<file path="src/rtl/fifo_synchronous_param_if.sv">
// fifo_synchronous_param_if: producer/consumer bundle for the sync FIFO.
// master drives data_in/we/re/clr_err; slave (the FIFO) returns data and status.
interface fifo_synchronous_param_if #(
  parameter int DATA_WIDTH = 8,
  parameter int ADDR_WIDTH = 3
);
  logic [DATA_WIDTH-1:0] data_in;
  logic                  we;
  logic                  re;
  logic                  clr_err;
  logic [DATA_WIDTH-1:0] data_out;
  logic                  full;
  logic                  almost_full;
  logic                  empty;
  logic                  almost_empty;
  logic [ADDR_WIDTH:0]   count;
  logic                  overflow;
  logic                  underflow;

  modport master (
    output data_in,
    output we,
    output re,
    output clr_err,
    input  data_out,
    input  full,
    input  almost_full,
    input  empty,
    input  almost_empty,
    input  count,
    input  overflow,
    input  underflow
  );

  modport slave (
    input  data_in,
    input  we,
    input  re,
    input  clr_err,
    output data_out,
    output full,
    output almost_full,
    output empty,
    output almost_empty,
    output count,
    output overflow,
    output underflow
  );
endinterface

</file>
<file path="src/rtl/fifo_synchronous_param.sv">
// fifo_synchronous_param: single-clock FIFO, registered read, count + thresholds.
// Ports: clk, rst (sync, active-high), bus (slave side of the FIFO interface).
module fifo_synchronous_param #(
  parameter int DATA_WIDTH    = 8,
  parameter int ADDR_WIDTH    = 3,
  parameter int AFULL_THRESH  = 6,
  parameter int AEMPTY_THRESH = 2
) (
  input logic clk,
  input logic rst,
  fifo_synchronous_param_if.slave bus
);

  localparam int DEPTH = 1 << ADDR_WIDTH;
  localparam int CW    = ADDR_WIDTH + 1;

  localparam logic [CW-1:0] ONE    = CW'(1);
  localparam logic [CW-1:0] ZERO   = '0;
  localparam logic [CW-1:0] FULL_N = CW'(DEPTH);
  localparam logic [CW-1:0] AF_N   = CW'(AFULL_THRESH);
  localparam logic [CW-1:0] AE_N   = CW'(AEMPTY_THRESH);

  logic [DATA_WIDTH-1:0] mem [DEPTH];

  logic [CW-1:0]         wr_ptr;
  logic [CW-1:0]         rd_ptr;
  logic [CW-1:0]         cnt_q;
  logic [DATA_WIDTH-1:0] dout_q;
  logic                  ovf_q;
  logic                  unf_q;

  logic full_w;
  logic empty_w;
  logic wr_acc;
  logic rd_acc;

  // Flags decode only from the registered count.
  assign full_w  = (cnt_q == FULL_N);
  assign empty_w = (cnt_q == ZERO);

  assign wr_acc = bus.we && !full_w;
  assign rd_acc = bus.re && !empty_w;

  // Storage is not reset; stale words are unreachable after pointers clear.
  always_ff @(posedge clk) begin
    if (wr_acc && !rst) begin
      mem[wr_ptr[ADDR_WIDTH-1:0]] <= bus.data_in;
    end
  end

  always_ff @(posedge clk) begin
    if (rst) begin
      wr_ptr <= ZERO;
    end else if (wr_acc) begin
      wr_ptr <= wr_ptr + ONE;
    end
  end

  always_ff @(posedge clk) begin
    if (rst) begin
      rd_ptr <= ZERO;
      dout_q <= '0;
    end else if (rd_acc) begin
      rd_ptr <= rd_ptr + ONE;
      dout_q <= mem[rd_ptr[ADDR_WIDTH-1:0]];
    end
  end

  always_ff @(posedge clk) begin
    if (rst) begin
      cnt_q <= ZERO;
    end else begin
      unique case (1'b1)
        (wr_acc && !rd_acc): cnt_q <= cnt_q + ONE;
        (rd_acc && !wr_acc): cnt_q <= cnt_q - ONE;
        default:             cnt_q <= cnt_q;
      endcase
    end
  end

  // A new error in the same cycle as clr_err wins.
  always_ff @(posedge clk) begin
    if (rst) begin
      ovf_q <= 1'b0;
      unf_q <= 1'b0;
    end else begin
      if (bus.we && full_w) begin
        ovf_q <= 1'b1;
      end else if (bus.clr_err) begin
        ovf_q <= 1'b0;
      end
      if (bus.re && empty_w) begin
        unf_q <= 1'b1;
      end else if (bus.clr_err) begin
        unf_q <= 1'b0;
      end
    end
  end

  assign bus.data_out     = dout_q;
  assign bus.count        = cnt_q;
  assign bus.full         = full_w;
  assign bus.empty        = empty_w;
  assign bus.almost_full  = (cnt_q >= AF_N);
  assign bus.almost_empty = (cnt_q <= AE_N);
  assign bus.overflow     = ovf_q;
  assign bus.underflow    = unf_q;

endmodule

</file>
<file path="src/flat_wrapper.sv">
// flat-port wrapper written by rule: the top's interface ports become plain ports
module fifo_synchronous_param_flat 
#(
  parameter int DATA_WIDTH    = 8,
  parameter int ADDR_WIDTH    = 3,
  parameter int AFULL_THRESH  = 6,
  parameter int AEMPTY_THRESH = 2
)
  (clk, rst, bus_data_in, bus_we, bus_re, bus_clr_err, bus_data_out, bus_full, bus_almost_full, bus_empty, bus_almost_empty, bus_count, bus_overflow, bus_underflow);
  fifo_synchronous_param_if #(.DATA_WIDTH(DATA_WIDTH), .ADDR_WIDTH(ADDR_WIDTH)) bus_i ();
  input logic clk;
  input logic rst;
  input wire logic [$bits(bus_i.data_in)-1:0] bus_data_in;
  input wire logic [$bits(bus_i.we)-1:0] bus_we;
  input wire logic [$bits(bus_i.re)-1:0] bus_re;
  input wire logic [$bits(bus_i.clr_err)-1:0] bus_clr_err;
  output wire logic [$bits(bus_i.data_out)-1:0] bus_data_out;
  output wire logic [$bits(bus_i.full)-1:0] bus_full;
  output wire logic [$bits(bus_i.almost_full)-1:0] bus_almost_full;
  output wire logic [$bits(bus_i.empty)-1:0] bus_empty;
  output wire logic [$bits(bus_i.almost_empty)-1:0] bus_almost_empty;
  output wire logic [$bits(bus_i.count)-1:0] bus_count;
  output wire logic [$bits(bus_i.overflow)-1:0] bus_overflow;
  output wire logic [$bits(bus_i.underflow)-1:0] bus_underflow;
  assign bus_i.data_in = bus_data_in;
  assign bus_i.we = bus_we;
  assign bus_i.re = bus_re;
  assign bus_i.clr_err = bus_clr_err;
  assign bus_data_out = bus_i.data_out;
  assign bus_full = bus_i.full;
  assign bus_almost_full = bus_i.almost_full;
  assign bus_empty = bus_i.empty;
  assign bus_almost_empty = bus_i.almost_empty;
  assign bus_count = bus_i.count;
  assign bus_overflow = bus_i.overflow;
  assign bus_underflow = bus_i.underflow;
  fifo_synchronous_param #(.DATA_WIDTH(DATA_WIDTH), .ADDR_WIDTH(ADDR_WIDTH), .AFULL_THRESH(AFULL_THRESH), .AEMPTY_THRESH(AEMPTY_THRESH)) u_core (.clk(clk), .rst(rst), .bus(bus_i));
endmodule
</file>
<file path="config.mk">
export PLATFORM = sky130hd
export DESIGN_NAME = fifo_synchronous_param_flat
export DESIGN_NICKNAME = d
export VERILOG_FILES = /design/src/rtl/fifo_synchronous_param_if.sv /design/src/rtl/fifo_synchronous_param.sv /design/src/flat_wrapper.sv
export SDC_FILE = /design/constraint.sdc
export NUM_CORES = 1
export LEC_CHECK = 0
export CORE_MARGIN = 5
export CORE_UTILIZATION = 55
export CTS_BUF_LIST = sky130_fd_sc_hd__clkbuf_2
export CTS_CLUSTER_SIZE = 8
export DETAILED_ROUTE_END_ITERATION = 6
export PLACE_DENSITY = 0.84
export RECOVER_POWER = 50
export SLEW_MARGIN = 20
export SYNTH_ARGS = -nofsm -noshare
export SYNTH_HDL_FRONTEND = slang
export SYNTH_SLANG_ARGS = --single-unit
</file>
<file path="constraint.sdc">
create_clock -name clk -period 3.48 [get_ports clk]
set_clock_uncertainty 0.05 [all_clocks]
set_input_delay 0.348 -clock clk [delete_from_list [all_inputs] [get_ports clk]]
set_output_delay 0.348 -clock clk [all_outputs]
set_load 0.005 [all_outputs]
</file>
# After elaboration in Yosys (flattened, before gate mapping)
# Memory sizes are Yosys's and may differ from the RTL's. A register that Yosys moved wholly into a read port is not among the register bits.
# Cells that the tools add are included.
[classes]
reduce_logical = 16
n_mux = 6
magnitude_cmp = 2
n_eq_ne = 1
n_addsub = 4
[op_table]
columns = ["operator", "n"]
rows = [
  ["$add 4x1->4 const B", 3],
  ["$pmux 4 s2", 1],
  ["$logic_and 1x1->1", 7],
  ["$reduce_bool 2->1", 3],
  ["$logic_not 1->1", 5],
  ["$mux 1", 5],
  ["$eq 4x4->1 const B", 1],
  ["$ge 4x3->1 const B", 1],
  ["$le 4x2->1 const B", 1],
  ["$logic_not 4->1", 1],
  ["$sub 4x1->4 const B", 1],
]
[word_totals]
ramBits = 64
mem_count = 1
out_inout_bits = 18
wordCells = 35
regBits = 14
inputBits = 13
[mem_list]
columns = ["memory", "depth", "word_bits", "read_ports", "rd_clocked_by_memory_dff", "wr", "line_no", "source"]
rows = [
  ["u_core.mem", 8, 8, 1, 1, 1, "fifo_synchronous_param.sv:23", "logic [DATA_WIDTH-1:0] mem [DEPTH];"],
]

# Logic depth before layout (Yosys ltp)
[depth]
ltp_word = 6
depth_mapped = 10
mapped_depth_nobuf = 9

# Least setup slack after synthesis
# OpenSTA, ideal clock, no wires.
[synth_path]
path_kind = "register to register"
from = "reg u_core.cnt_q[1] (netlist: u_core.bus.count[1])"
to = "reg u_core.cnt_q[3] (netlist: u_core.bus.count[3])"
period_less_slack_ns = 2.479
t_arrival_ns = 2.308
path_slack_ns = 1.001
required_time_ns = 3.309
path_stages_with_launch = 8
n_path_buf = 2
setup_ns = 0.121
cell_sequence = "dfxtp_1 -> buf_6 -> o41a_4 -> buf_2 -> ha_1 -> or3_1 -> o32ai_1 -> mux2_2"
[synth_between]
elab_chain_len = 6
word_cells_on_any_way = 14
classes_between = "add/sub: 2; eq/ne: 1; mux: 1; reduce/logical: 10"
[synth_lines]
columns = ["item", "line_no", "source"]
rows = [
  ["start, declared", "fifo_synchronous_param.sv:27", "logic [CW-1:0] cnt_q;"],
  ["start signal, assigned", "fifo_synchronous_param.sv:74", "(wr_acc && !rd_acc): cnt_q <= cnt_q + ONE;"],
  ["start signal, assigned", "fifo_synchronous_param.sv:75", "(rd_acc && !wr_acc): cnt_q <= cnt_q - ONE;"],
  ["start signal, assigned", "fifo_synchronous_param.sv:76", "default: cnt_q <= cnt_q;"],
  ["$logic_not 4->1 *", "fifo_synchronous_param.sv:39", "assign empty_w = (cnt_q == ZERO);"],
  ["$logic_not 1->1 *", "fifo_synchronous_param.sv:42", "assign rd_acc = bus.re && !empty_w;"],
  ["$logic_and 1x1->1 *", "fifo_synchronous_param.sv:42", ""],
  ["net u_core.rd_acc", "fifo_synchronous_param.sv:35", "logic rd_acc;"],
  ["$logic_not 1->1", "fifo_synchronous_param.sv:74", ""],
  ["$logic_and 1x1->1", "fifo_synchronous_param.sv:74", ""],
  ["$pmux 4 s2 / $reduce_bool 2->1 (equally long branches)", "-", ""],
]
# Mark *: on every way through the listed nets, which the timed path passes. The rest lies on a longest branch.
# A chain may end at the register's enable or synchronous reset.

# Final worst setup path
[layout_path]
from = "reg u_core.cnt_q[1] (netlist: u_core.bus.count[1])"
to = "reg u_core.cnt_q[2] (netlist: u_core.bus.count[2])"
[layout_between]
elab_chain_len = 6
word_cells_on_any_way = 14
classes_between = "add/sub: 2; eq/ne: 1; mux: 1; reduce/logical: 10"
[layout_lines]
columns = ["item", "line_no"]
rows = [
  ["$eq 4x4->1 / $logic_not 4->1 (equally long branches)", "fifo_synchronous_param.sv:38, fifo_synchronous_param.sv:39"],
  ["$logic_not 1->1, on equally long branches", "fifo_synchronous_param.sv:41, fifo_synchronous_param.sv:42"],
  ["$logic_and 1x1->1, on equally long branches", "fifo_synchronous_param.sv:41, fifo_synchronous_param.sv:42"],
  ["$logic_not 1->1, on equally long branches", "fifo_synchronous_param.sv:75, fifo_synchronous_param.sv:74"],
  ["$logic_and 1x1->1, on equally long branches", "fifo_synchronous_param.sv:75, fifo_synchronous_param.sv:74"],
  ["$pmux 4 s2 / $reduce_bool 2->1 (equally long branches)", "-"],
]
# Parallel ways exist; a longest one is shown, timed or not.

==> results.cfg <==
[status]
outcome = complete, no violations

[global_route]
grt_pass1_wl_um = 9480
grt_usage = 0.169
grt_overflow = 0
antenna_found_initial = 0
grt_pass1_vias = 1791
grt_max_degree = 29

[yosys]
syn_area_sq_um = 3450
syn_area_per_cell_sq_um = 17.1
synth_cell_types = 37
seq_area_frac_synth = 0.672
syn_inst = 202
ys_warn_count = 0
synth-seq-cells = 84
synth_nets = 220
async_flop_share = 0
synth_edf_count = 64
synth_flop_cell = edfxtp_1

[critical_path]
cp-end-kind = register
timing_worst_setup_path_type = register to register
timing.rr.start = u_core.bus.count[1]
critical_path_arrival_ns = 3.10
reg2reg_slack_ns = 0.81
crit_path_top_delay_cell = or4b_1
r2r_cells = 9
crit_path_cell_trace = or4b_1 > nand2_1 > ha_1 > xor2_1 > ha_1 > a21oi_1 > xor2_1 > or3_1 > a21oi_1
critPathMaxStageDelay_ns = 0.64
worstPathRequired_ns = 3.91
regToRegEndpoint = u_core.bus.count[2]
critPathLaunch = u_core.bus.count[1]
cp_max_fo = 11
startpoint_type = register

[power_and_ir_drop]
leakagePower_nw = 1.29
power.internal_mw = 1.74
power_switching_mw = 0.753
power_density_nw_per_um2 = 643
ir_drop_mv = 0.362
clkPwrFrac = 0.211
power.share.switching = 0.301
p_seq_frac = 0.503
combPwrFrac = 0.287

[clock_tree]
post-cts-setup-buffers = 0
cts.repair.resized = 0
cts_tree = done
cts_made_buffers = 9
ctsRootBufferMaster = clkbuf_2
clk_pin_slew_worst_paths_ns = 0.23
clock_latency_ns = 0.52
cts_buffer_depth = 2
htreeDepth = 3
cts_hold_buf = 0
cts.sinks = 84

[finish]
drive_gt1_frac = 0.209
areaGrowthSynthToFinish_pct = 12.4
final_util = 0.644
nNetsFinal = 257
diodes = 0

[hold_path]
min_from = bus_re
whs_path_depth = 3
whs_endpoint = u_core.bus.underflow
min_path_type = input pin to register

[drt]
drt-wirelength-per-cell_um = 18.4
vias_per_cell = 5.80
drt-initial-drc-count = 180
first_pass_iters = 4
antenna_left = 0
drcViolationCount = 0
dr_total_vias = 1850
wirelength_um = 5870

[placed_design]
gp_congestion = 0.754
hpwl_um = 3890
port_buffers = 30
post-place-ws_ns = 0.936

[sta]
max_freq_mhz = 374
period_share = 0.768
rsz0062_at_grt = false
worst-slew-pin-transition_ns = 0.861
slew-limit-headroom = 0.425
slew_violations = 0
setup_ws_ns = 0.809
hold_viol_final = 0
min_period_ns = 2.67
fin_tns_setup_ns = 0
setup_viol = 0

[flow_run]
drv_cap = 0

[die]
row_count = 28
start_util = 0.573
io_pins = 31
core_sq_um = 6030
die-area_sq_um = 7960
die_h_um = 89.2
die_width_um = 89.2
[cells in the mapped netlist, types with 4 or more instances]
library cell | instances | area [sq um]
o22ai_2 | 8 | 100
buf_2 | 4 | 20.0
ha_1 | 5 | 62.6
nor2_1 | 19 | 71.3
dfxtp_1 | 20 | 400
edfxtp_1 | 64 | 1920
nor2b_1 | 6 | 37.5
nor3_2 | 8 | 80.1
xor2_1 | 5 | 43.8
nor4b_1 | 4 | 35.0
a21oi_1 | 7 | 35.0
mux4_2 | 16 | 360
[metal layers]
layer  wire (um)  track usage  vias up
li1            -            -      864
met3         396       0.0424        6
met1        2400        0.231      921
met4          57       0.0798        0
met5           0            0        -
met2        3010        0.257       59
[how the worst max path moves through the flow]
stage | slack (ns) | depth (start not counted) | endpoint
detailed placement | 0.94 | 9 | u_core.bus.count[2]
finish | 0.81 | 9 | u_core.bus.count[2]
CTS | 0.84 | 3 | bus_full
floorplan | 1.00 | 7 | u_core.bus.count[3]
global route | 0.61 | 8 | u_core.bus.count[2]
global placement | 0.98 | 6 | u_core.bus.count[3]
[worst max-delay path, delay by kind of cell, from the launching register on]
kind,cells,cell delay (ns)
AO/OA/AOI/OAI,2,0.19
AND/OR/NAND/NOR,3,1.14
adder cells (fa/ha/maj),2,0.43
flip-flops,1,0.47
XOR/XNOR,2,0.34
[cell type report]
class	count	area [sq um]
timing repair buffer	38	357
fill	439	2150
multi-input combinational	105	977
inverter	1	3.75
sequential	84	2320
clock inverter	7	81.3
tap	75	93.8
clock buffer	9	45.0
[cell usage in the layout (no fill, tap or decap), types with 2 or more instances in the layout]
master           count
a21oi_1              7
buf_4                7
clkbuf_2             9
clkdlybuf4s50_1     21
dfxtp_1             20
dlygate4sd3_1        9
edfxtp_1            64
ha_1                 5
inv_6                3
mux2i_1              2
mux4_2              16
nand2_1              5
nand3_1              3
nor2_1              19
nor2b_1              6
nor3_2               8
nor4_1               3
nor4b_1              3
o22ai_1              7
or3_1                2
xor2_1               5
[kinds of logic after synthesis]
kind of cell,count (synthesis),share of synthesized area
simple gates,54,0.0993
mux,19,0.113
buf+inv,13,0.0261
fa+ha+maj,5,0.0181
flops,84,0.672
xor+xnor,6,0.0152
compound gates,21,0.0554
[registers in the layout, summed over array words and instances, names as in the netlist]
signal                cells
u_core.mem               64
u_core.bus.data_out       8
u_core.bus.count          4
u_core.rd_ptr             3
u_core.wr_ptr             3
u_core.bus.overflow       1
u_core.bus.underflow      1
[power groups by stage]
stage                     logic (mW)  registers, mW  clock network, mW
final                          0.716           1.25              0.526
after CTS                      0.772           1.26              0.541
after floorplan                0.524           1.26                  0
after global placement         0.754           1.28                  0
after detailed placement       0.769           1.28                  0
after global routing           0.786           1.27              0.599
[metrics by stage]
step           area [sq um]  power, mW  cells  hold WS (ns)
5_1_grt                3880       2.66    319         0.361
3_3_place_gp           3830       2.03    303         0.429
4_1_cts                3950       2.57    319         0.391
2_1_floorplan          3450       1.78    202         0.397
6_report               3880       2.50    319         0.407
3_5_place_dp           3830       2.05    303         0.438
Note: power is estimated with default switching activity, not from simulation.
